$ cat config.mk
export PLATFORM = sky130hd
export DESIGN_NAME = clock_display_driver
export DESIGN_NICKNAME = d
export VERILOG_FILES = /design/src/rtl/clock_display_driver.sv
export SDC_FILE = /design/constraint.sdc
export NUM_CORES = 1
export LEC_CHECK = 0
export CAP_MARGIN = 20
export CORE_ASPECT_RATIO = 0.5
export CORE_UTILIZATION = 54
export DETAILED_ROUTE_END_ITERATION = 8
export PLACE_DENSITY = 0.79
export SYNTH_ARGS = -nofsm -noshare
export SYNTH_HDL_FRONTEND = slang
export SYNTH_SLANG_ARGS = --single-unit
$ cat constraint.sdc
create_clock -name clk -period 3.35 [get_ports clk]
set_clock_uncertainty 0.15 [all_clocks]
set_input_delay 0.67 -clock clk [delete_from_list [all_inputs] [get_ports clk]]
set_output_delay 0.67 -clock clk [all_outputs]
set_load 0.05 [all_outputs]
$ cat src/rtl/clock_display_driver.sv
// Six-digit multiplexed seven-segment driver for the alarm clock core.
// Scans a once-per-frame snapshot of the HH:MM:SS digits onto a
// common-segment display with colon dots. While Alarm is high it blinks
// the whole display and gates the buzzer.
module clock_display_driver #(
  parameter int SCAN_DIV  = 1000,
  parameter int BLINK_DIV = 50
) (
  input  logic       clk,
  input  logic       reset,
  input  logic [1:0] H_out1,
  input  logic [3:0] H_out0,
  input  logic [2:0] M_out1,
  input  logic [3:0] M_out0,
  input  logic [2:0] S_out1,
  input  logic [3:0] S_out0,
  input  logic       Alarm,
  output logic [5:0] an,
  output logic [6:0] seg,
  output logic       dp,
  output logic       buzz
);

  localparam int DIV_W = (SCAN_DIV > 2) ? $clog2(SCAN_DIV) : 1;
  localparam int FRM_W = (BLINK_DIV > 1) ? $clog2(BLINK_DIV) : 1;
  localparam logic [DIV_W-1:0] DIV_LAST = DIV_W'(SCAN_DIV - 1);
  localparam logic [FRM_W-1:0] FRM_LAST = FRM_W'(BLINK_DIV - 1);

  // BCD digit to segments {g,f,e,d,c,b,a}; non-decimal values show a dash.
  function automatic logic [6:0] seg_decode(input logic [3:0] digit);
    logic [6:0] s;
    case (digit)
      4'd0:    s = 7'h3F;
      4'd1:    s = 7'h06;
      4'd2:    s = 7'h5B;
      4'd3:    s = 7'h4F;
      4'd4:    s = 7'h66;
      4'd5:    s = 7'h6D;
      4'd6:    s = 7'h7D;
      4'd7:    s = 7'h07;
      4'd8:    s = 7'h7F;
      4'd9:    s = 7'h6F;
      default: s = 7'h40;
    endcase
    return s;
  endfunction

  logic [DIV_W-1:0] div_cnt_q, div_cnt_d;
  logic [2:0]       idx_q, idx_d;
  logic [5:0][3:0]  snap_q, snap_d;
  logic             phase_q, phase_d;
  logic [FRM_W-1:0] frame_cnt_q, frame_cnt_d;
  logic [5:0]       an_q, an_d;
  logic [6:0]       seg_q, seg_d;
  logic             dp_q, dp_d;
  logic             buzz_q, buzz_d;

  logic             scan_wrap;
  logic             frame_wrap;
  logic [3:0]       cur_digit;
  logic             visible;

  // Scan counter, digit index and frame snapshot (snapshot only at frame wrap).
  always_comb begin
    scan_wrap  = (div_cnt_q == DIV_LAST);
    frame_wrap = scan_wrap && (idx_q == 3'd5);
    div_cnt_d  = scan_wrap ? '0 : div_cnt_q + DIV_W'(1);
    idx_d      = idx_q;
    if (frame_wrap) begin
      idx_d = 3'd0;
    end else if (scan_wrap) begin
      idx_d = idx_q + 3'd1;
    end
    snap_d = snap_q;
    if (frame_wrap) begin
      snap_d[0] = S_out0;
      snap_d[1] = {1'b0, S_out1};
      snap_d[2] = M_out0;
      snap_d[3] = {1'b0, M_out1};
      snap_d[4] = H_out0;
      snap_d[5] = {2'b00, H_out1};
    end
  end

  // Blink phase: held visible while Alarm is low, toggled every BLINK_DIV frames otherwise.
  always_comb begin
    phase_d     = phase_q;
    frame_cnt_d = frame_cnt_q;
    if (!Alarm) begin
      phase_d     = 1'b1;
      frame_cnt_d = '0;
    end else if (frame_wrap) begin
      if (frame_cnt_q == FRM_LAST) begin
        phase_d     = ~phase_q;
        frame_cnt_d = '0;
      end else begin
        frame_cnt_d = frame_cnt_q + FRM_W'(1);
      end
    end
  end

  // Output decode from the snapshot; a dropped Alarm makes the display visible at once.
  always_comb begin
    case (idx_q)
      3'd0:    cur_digit = snap_q[0];
      3'd1:    cur_digit = snap_q[1];
      3'd2:    cur_digit = snap_q[2];
      3'd3:    cur_digit = snap_q[3];
      3'd4:    cur_digit = snap_q[4];
      default: cur_digit = snap_q[5];
    endcase
    visible = phase_q | ~Alarm;
    an_d    = 6'h3F;
    seg_d   = 7'h00;
    dp_d    = 1'b0;
    if (visible) begin
      an_d = ~(6'b000001 << idx_q);
      if (!((idx_q == 3'd5) && (cur_digit == 4'd0))) begin
        seg_d = seg_decode(cur_digit);
      end
      dp_d = (idx_q == 3'd2) || (idx_q == 3'd4);
    end
    buzz_d = Alarm & phase_q;
  end

  // ---- register stage: scan/blink state and registered display outputs ----
  always_ff @(posedge clk or posedge reset) begin
    if (reset) begin
      div_cnt_q   <= '0;
      idx_q       <= 3'd0;
      snap_q      <= '0;
      phase_q     <= 1'b1;
      frame_cnt_q <= '0;
      an_q        <= 6'h3F;
      seg_q       <= 7'h00;
      dp_q        <= 1'b0;
      buzz_q      <= 1'b0;
    end else begin
      div_cnt_q   <= div_cnt_d;
      idx_q       <= idx_d;
      snap_q      <= snap_d;
      phase_q     <= phase_d;
      frame_cnt_q <= frame_cnt_d;
      an_q        <= an_d;
      seg_q       <= seg_d;
      dp_q        <= dp_d;
      buzz_q      <= buzz_d;
    end
  end

  assign an   = an_q;
  assign seg  = seg_q;
  assign dp   = dp_q;
  assign buzz = buzz_q;

endmodule

==> flow_summary_export.csv <==
group,metric,value,unit
status,outcome,"completed",
timing,setup_violations,0,
timing,fin_crit,2.93,ns
place,dpl-instance-area,3100,um^2
cts,h-tree-depth,2,
route,drt-initial-drc-count,75,
layout,instances_no_fill,377,
floorplan,core,4550,um^2
run,drv_cap,0,
critical_path,startpoint,"idx_q[2]$_DFFE_PP0P_",
critical_path,r2r_start,"idx_q[2]$_DFFE_PP0P_",
synth,synth_area_leaders,"dfrtp_1 (45%), nand2_1 (10%), dfstp_2 (6.9%)",
cts,cts_setup_buffers,0,
critical_path,crit_path_top_delay_cell,"dfrtp_1",
synth,synth.avg_cell_area,9.83,um^2
synth,synth_common_cells,"nand2_1 (71), dfrtp_1 (48), nor2_1 (19), nand3_1 (18), ha_1 (13)",
cts,cts-resized-gates,0,
route,vias,2041,
layout,fin_area,3240,um^2
place,dp_hpwl,3.86,mm
timing,period_share,87.4,%
synth,yosysWarningCount,0,
place,routabilityCongestion,0.845,
route,vias_per_cell,5.41,
power_and_ir_drop,switching_share,20.7,%
power_and_ir_drop,ir_drop,0.194,mV
floorplan,boundaryPins,38,
power_and_ir_drop,clkPwrFrac,40.5,%
cts,cts.clk_slew.worst_paths,0.10,ns
global_routing,grt_usage,22.4,%
layout,diodes,0,
synth,synth_ff_type,"dfrtp_1",
route,final_antenna_net_count,0,
critical_path,worstPathRequired,3.43,ns
timing,slew_viol_final,0,
cts,hold_buffers,0,
power_and_ir_drop,seqPwrFrac,53.2,%
critical_path,crit_chain,"inv_1 -> ha_1 -> or2_1 -> or2_1 -> a41o_1 -> ha_1 -> or3_1 -> a31oi_1",
cts,cts_sinks,55,
timing,finalHoldViolCount,0,
synth,synth.most_common_cell,"nand2_1",
place,placed_cells,369,
power_and_ir_drop,p_sw,263,uW
global_routing,grt_pass1_vias,1972,
synth,seq_area_frac_synth,52.2,%
place,port_buffers,37,
critical_path,worst-setup-path-type,"flip-flop to flip-flop",
power_and_ir_drop,p_int,1.01,mW
critical_path,crit_path_max_incr_delay,0.60,ns
global_routing,grt_max_degree,29,
floorplan,rows,17,
timing,rsz0062_at_grt,"no",
synth,synth_edf_count,0,
power_and_ir_drop,power_frac_comb,6.3,%
synth,syn_nets,306,
synth,yosysTopAreaCellShare,45.2,%
power_and_ir_drop,leakage,1.43,nW
cts,cts_root_buf,"clkbuf_8",
floorplan,dieHeight,51.6,um
synth,syn_area,2660,um^2
floorplan,die_area,5220,um^2
timing,worst_slew_pin_slew,0.721,ns
global_routing,antenna_found_initial,0,
place,dp_slack,0.470,ns
route,wire_per_inst,13.6,um
timing,max_freq,342,MHz
synth,synthDistinctLibCells,48,
critical_path,crit_arrival,3.01,ns
floorplan,die_w,101,um
timing,setup_tns,0,ns
hold_path,min-delay-start,"div_cnt_q[0]$_DFF_PP0_",
global_routing,grt-ovfl-total,0,
cts,cts_buffers,5,
synth,postSynthCellCount,270,
layout,fin_util,71.1,%
timing,worst_slack,0.423,ns
layout,final_layout_size_suffix_gt1_share,11.3,%
global_routing,grt_pass1_wl,8.98,mm
timing,slew_headroom,51.7,%
power_and_ir_drop,power.density,392,nW/um^2
route,firstDrtPassIters,4,
layout,fill_cells,354,
synth,async_reset_ff_share,100,%
floorplan,start_util,58.3,%
route,wirelength,5.13,mm
layout,syn2layout_area_growth,22.0,%
synth,synth_seq_cells,55,
layout,nets,346,
critical_path,cp_max_fo,13,
critical_path,startpoint_type,"flip-flop",
route,drc,0,
cts,cts.path.max_buffers,2,
cts,cts_tree,"done",
hold_path,hold_class,"flip-flop to flip-flop",
critical_path,worstSetupEndpointType,"flip-flop",
synth,yosys.area.top_type,"dfrtp_1",
cts,insertion_delay,0.30,ns
-- cell type report --
cell class,count,area [um^2],area share (%)
sequential,55,1390,42.8
multi-input combinational,197,1180,36.6
timing repair buffer,41,413,12.8
tap,66,82.6,2.55
clock buffer,5,68.8,2.13
clock inverter,3,67.6,2.09
inverter,10,37.5,1.16
-- registers in the layout, indices dropped and copies added, names as in the netlist --
name,flops
idx_q,3
div_cnt_q,10
frame_cnt_q,6
seg,7
phase_q,1
buzz,1
dp,1
snap_q,20
an,6
-- cells in the final DEF (no fill, tap or decap), types with 3 or more instances in the layout --
cell and instances:
a21oi_1 3, a22oi_1 4, a31oi_1 4, buf_4 3, clkbuf_8 5, clkdlybuf4s50_1 37, dfrtp_1 48, dfstp_2 7
ha_1 13, inv_1 9, nand2_1 71, nand3_1 18, nor2_1 19, nor2b_1 3, o21ai_0 7, o21ai_1 5
o31ai_2 3, or3_1 3, xor2_1 4
-- per-stage QoR --
stage	hold slack (ns)	power, mW
after floorplan	0.288	0.724
after global placement	0.311	0.767
after detailed placement	0.310	0.769
after CTS	0.341	1.28
after global routing	0.349	1.32
final	0.341	1.27
-- worst max-delay path: cells and delay by family, from the launching register on --
| family | cells | cell delay, ns |
|---|---|---|
| compound gates | 2 | 0.47 |
| flops | 1 | 0.60 |
| fa+ha+maj | 2 | 0.61 |
| buf+inv | 1 | 0.15 |
| simple gates | 3 | 0.88 |
-- path summary, 6_finish.rpt --
path | slack, ns | end | cells after the start
worst max-delay path | 0.42 | seg[3]$_DFF_PP0_ | 8
min in group asynchronous | 0.60 | frame_cnt_q[1]$_DFFE_PP0P_ | 2
worst min register to register | 0.34 | div_cnt_q[0]$_DFF_PP0_ | 1
worst min-delay path | 0.34 | div_cnt_q[0]$_DFF_PP0_ | 1
worst max register to register | 0.42 | seg[3]$_DFF_PP0_ | 8
max in group asynchronous | 1.83 | an[3]$_DFF_PP1_ | 3
-- kinds of logic (layout without fill, tap and decap cells) --
family / after synthesis / count (layout) / share of synthesized area [%]
adder cells (fa/ha/maj): 13 / 13 / 6.13
AND/OR/NAND/NOR: 132 / 132 / 23.4
AO/OA/AOI/OAI: 43 / 43 / 11.8
buffers and inverters: 18 / 59 / 3.25
flip-flops: 55 / 55 / 52.2
multiplexers: 3 / 3 / 1.27
XOR/XNOR: 6 / 6 / 1.98
-- power by group through the flow --
stage	sequential [mW]	clock, mW	combinational, mW
6_report	0.675	0.515	0.0799
5_1_grt	0.676	0.552	0.0871
4_1_cts	0.675	0.527	0.0812
3_5_place_dp	0.688	0	0.0809
3_3_place_gp	0.688	0	0.0789
2_1_floorplan	0.701	0	0.0226
-- routing by layer --
| metal | vias up | track usage, % | share of wire, % |
|---|---|---|---|
| li1 | 1001 | - | - |
| met1 | 1004 | 29.1 | 46 |
| met4 | 0 | 5.80 | 0.57 |
| met5 | - | 0 | 0 |
| met3 | 4 | 4.57 | 3.3 |
| met2 | 32 | 38.9 | 50 |
Note: power is estimated with default switching activity, not from simulation.
